File: config.mk
export PLATFORM = sky130hd
export DESIGN_NAME = if_prefetch_queue
export DESIGN_NICKNAME = d
export VERILOG_FILES = /design/src/rtl/if_prefetch_queue.sv
export SDC_FILE = /design/constraint.sdc
export NUM_CORES = 1
export LEC_CHECK = 0
export BUFFER_PORTS_ARGS = -buffer_cell sky130_fd_sc_hd__buf_2
export CAP_MARGIN = 20
export CORE_ASPECT_RATIO = 1.4
export CORE_MARGIN = 3
export CORE_UTILIZATION = 52
export DETAILED_ROUTE_END_ITERATION = 10
export GPL_ROUTABILITY_DRIVEN = 0
export PLACE_DENSITY = 0.87
export SYNTH_ARGS = -nofsm -noshare
export SYNTH_HDL_FRONTEND = slang
export SYNTH_SLANG_ARGS = --single-unit
File: constraint.sdc
create_clock -name clk -period 2.7 [get_ports clk]
set_clock_uncertainty 0.1 [all_clocks]
set_input_delay 0.675 -clock clk [delete_from_list [all_inputs] [get_ports clk]]
set_output_delay 0.675 -clock clk [all_outputs]
set_load 0.05 [all_outputs]
File: src/rtl/if_prefetch_queue.sv
// if_prefetch_queue: FIFO of fetched {pc, instr} pairs between IF and ID, emptied by a taken branch.
module if_prefetch_queue #(
  parameter int DEPTH = 4,
  localparam int PTR_W = $clog2(DEPTH)
) (
  input  logic             clk,
  input  logic             rst,
  input  logic             in_valid,
  input  logic [31:0]      in_pc,
  input  logic [31:0]      in_instr,
  output logic             in_ready,
  input  logic             flush,
  output logic             out_valid,
  output logic [31:0]      out_pc,
  output logic [31:0]      out_instr,
  input  logic             out_ready,
  output logic [PTR_W:0]   count
);
  logic [63:0]      mem [DEPTH];
  logic [PTR_W-1:0] wr_ptr, rd_ptr;
  logic             push, pop;
  assign in_ready  = count != (PTR_W+1)'(DEPTH);
  assign out_valid = count != '0;
  assign push      = in_valid & in_ready & ~flush;
  assign pop       = out_valid & out_ready & ~flush;
  assign out_pc    = out_valid ? mem[rd_ptr][63:32] : 32'd0;
  assign out_instr = out_valid ? mem[rd_ptr][31:0] : 32'd0;
  always_ff @(posedge clk or posedge rst)
    if (rst) begin
      wr_ptr <= '0;
      rd_ptr <= '0;
      count  <= '0;
    end else if (flush) begin
      wr_ptr <= '0;
      rd_ptr <= '0;
      count  <= '0;
    end else begin
      wr_ptr <= push ? wr_ptr + PTR_W'(1) : wr_ptr;
      rd_ptr <= pop ? rd_ptr + PTR_W'(1) : rd_ptr;
      count  <= (push & ~pop) ? count + (PTR_W+1)'(1) :
                (pop & ~push) ? count - (PTR_W+1)'(1) : count;
    end
  always_ff @(posedge clk)
    if (push) mem[wr_ptr] <= {in_pc, in_instr};
endmodule

==> flow_metrics.py <==
metrics = {
    "logic_synthesis": {
        "avgSynthCellArea_um2": 21.8,
        "yosysSeqAreaShare_pct": 77.1,
        "synth.distinct_cells": 33,
        "syn_inst": 467,
        "synth-seq-cells": 263,
        "mappedNetlistNets": 541,
        "yosysWarnings": 0,
        "syn_area_um2": 10200,
    },
    "drt": {
        "wl_mm": 20.4,
        "wire_per_inst_um": 22.5,
        "num_vias": 5104,
        "ant_nets": 0,
        "first_pass_iters": 4,
        "drt_iter0_drc": 354,
        "drc": 0,
        "viasPerCell": 5.63,
    },
    "timing": {
        "setup_ws_ps": -249,
        "rsz0062_at_grt": "true",
        "finalHoldViolCount": 0,
        "setup_viol": 64,
        "timing.final.crit_share_pct": 109,
        "tns_ps": -12530,
        "relSlewSlack_pct": 73.9,
        "tightest_slew_ps": 391,
        "fmax_mhz": 339,
        "slew_violations": 0,
        "fin_crit_ps": 2950,
    },
    "worst_setup_path": {
        "crit_start": "rd_ptr[0]",
        "crit_path_top_delay_cell": "dfrtp_4",
        "reg2reg_slack_ps": 140,
        "reg2regPathDepth": 6,
        "worstPathRequired_ps": 1920,
        "timing.rr.end": "count[1]",
        "worstSetupStartpointType": "flip-flop",
        "critPathMaxFanout": 7,
        "cp_cell_sequence": "buf_12, buf_16, mux4_2, and2_4, buf_6",
        "cp.buffers_inverters": 3,
        "cp_num_cells": 5,
        "cpPeakStageDelay_ps": 540,
        "critical_path.endpoint_type": "primary output",
        "worstReg2RegStart": "count[1]",
        "critPathTopFamily": "flip-flops",
        "arrival_ps": 2170,
        "worstSetupPathType": "reg -> out",
    },
    "floorplan": {
        "start_util_pct": 53.1,
        "row_count": 60,
        "chipHeight_um": 172,
        "die-area_um2": 21400,
        "io_pins": 138,
        "die-width_um": 124,
        "coreArea_um2": 19200,
    },
    "global_routing": {
        "grt_max_degree": 39,
        "antenna_found_initial": 3,
        "grt_overflow": 0,
        "grt_usage_pct": 18.6,
        "grt_pass1_wl_mm": 31.0,
        "grt_pass1_vias": 5452,
    },
    "clock_tree": {
        "cts_tree": "done",
        "cts-root-buf": "clkbuf_16",
        "cts_max_path_buffers": 3,
        "numCtsBuffers": 24,
        "insertion_delay_ps": 500,
        "cts_sinks": 263,
        "htree_levels": 1,
        "clk_pin_slew_ps": 60,
    },
    "final_layout": {
        "fin_nets": 713,
        "fin_util_pct": 67.3,
        "fin_area_um2": 12900,
        "area_growth_pct": 26.7,
        "instances_no_fill": 906,
        "drive_gt1_share_pct": 50.7,
    },
    "hold_path": {
        "hold_path_depth": 1,
        "min_path_type": "in -> reg",
        "holdCritStartpoint": "in_pc[4]",
        "min_to": "mem[0][36]",
    },
    "power": {
        "max-vdd-ir-drop_v": 0.000620,
        "p_leak_nw": 4.48,
        "powerDensity_nw_per_um2": 1050,
    },
    "placement": {
        "dp.cells": 848,
        "dp_worst_setup_slack_ps": 140,
        "dp_hpwl_mm": 12.0,
        "dpl_cell_area_um2": 11400,
        "portBuffers": 137,
    },
    "status": {
        "failed_checks": "negative setup slack",
        "status": "complete, but fails checks",
    },
    "flow_run": {
        "drv_cap": 0,
    },
}
## cell type report
class                           count  area [um^2]
Antenna cell                        1         2.50
Fill cell                        1214         6290
Clock inverter                     16          103
Clock buffer                       28          637
Sequential cell                   263         7870
Multi-Input combinational cell    173         2320
Tap cell                          248          310
Timing Repair Buffer              171         1670
Inverter                            6         22.5
## synth_stat cells (all sizes together)
cell / count / area (um^2)
edfxtp: 256 / 7690
and2: 68 / 425
mux4: 64 / 1440
buf: 17 / 121
clkbuf: 8 / 30.0
dfrtp: 7 / 175
inv: 6 / 22.5
ha: 4 / 50.1
nand2: 4 / 15.0
nor2: 4 / 15.0
o21ai: 4 / 20.0
nand3: 3 / 15.0
xor2: 3 / 26.3
a21oi: 2 / 10.0
a2111o: 1 / 11.3
a211oi: 1 / 7.51
a21boi: 1 / 7.51
a21o: 1 / 7.51
a221oi: 1 / 8.76
a311oi: 1 / 8.76
a32oi: 1 / 8.76
fa: 1 / 20.0
mux2i: 1 / 10.0
nand4b: 1 / 8.76
nor3: 1 / 5.00
o211ai: 1 / 7.51
o31ai: 1 / 7.51
or2: 1 / 6.26
or3: 1 / 6.26
or3b: 1 / 8.76
xnor2: 1 / 8.76
## cells by family (layout without fill, tap and decap cells)
logic type	Yosys count	after routing	synth area share (%)
flops	263	263	77.1
other cells	0	1	0
mux	65	65	14.2
xor+xnor	4	4	0.343
buf+inv	31	221	1.70
simple gates	84	84	4.95
compound gates	15	15	1.03
fa+ha+maj	5	5	0.687
## placed cells by master, fill, tap and decap left out, drive strengths merged, types with 2 or more instances in the layout
| cell | n |
|---|---|
| edfxtp | 256 |
| buf | 169 |
| and2 | 68 |
| mux4 | 64 |
| clkbuf | 29 |
| clkinv | 13 |
| inv | 7 |
| dfrtp | 7 |
| o21ai | 4 |
| nand2 | 4 |
| nor2 | 4 |
| ha | 4 |
| xor2 | 3 |
| nand3 | 3 |
| a21oi | 2 |
## per-layer routing
metal,GRT usage (%),vias to the layer above,part of all wire (%)
met5,0,-,0.13
met4,6.01,4,2.2
met3,3.23,33,5.2
met2,33.6,175,55
met1,23.2,2655,37
li1,-,2237,-
## worst max-delay path by stage
| stage | slack, ps | endpoint |
|---|---|---|
| after floorplan | 2 | mem[0][0] |
| after detailed placement | 140 | count[1] |
| final | -250 | out_instr[24] |
| after CTS | -280 | out_instr[6] |
| after global placement | 220 | out_instr[24] |
| after global routing | -310 | out_instr[4] |
## metrics by stage
step	power, mW	hold WS, ps
floorplan	8.08	378
finish	13.6	282
detailed placement	9.08	467
CTS	13.5	256
global placement	8.99	460
global route	14.1	269
## state kept, by name (all words and copies together), names as in the netlist
register	flops
wr_ptr	2
count	3
rd_ptr	2
mem	256
## repair_timing
item                                   CTS  global route
resized for setup                      192            13
setup buffers                            6             2
hold buffers                             1             0
gates cloned                             3             2
pin swaps                                1             0
endpoints found under the hold margin    4             0
setup endpoints to repair               65            65
## power breakdown
| group | internal (mW) | switching [mW] | leakage [nW] | total [mW] |
|---|---|---|---|---|
| clock | 1.78 | 1.37 | 0.365 | 3.16 |
| combinational | 2.46 | 3.14 | 1.70 | 5.60 |
| sequential | 4.72 | 0.0992 | 2.41 | 4.82 |
| total | 8.97 | 4.61 | 4.48 | 13.6 |
## worst reg2reg max path, delay by kind of cell, from the launching register on
kind / cells / cell delay, ps
DFF: 1 / 450
adders and majority gates: 1 / 490
AOI/OAI and AO/OA: 4 / 1070
and+or+nand+nor: 1 / 360
No activity file was read; power rests on OpenSTA's default activity.
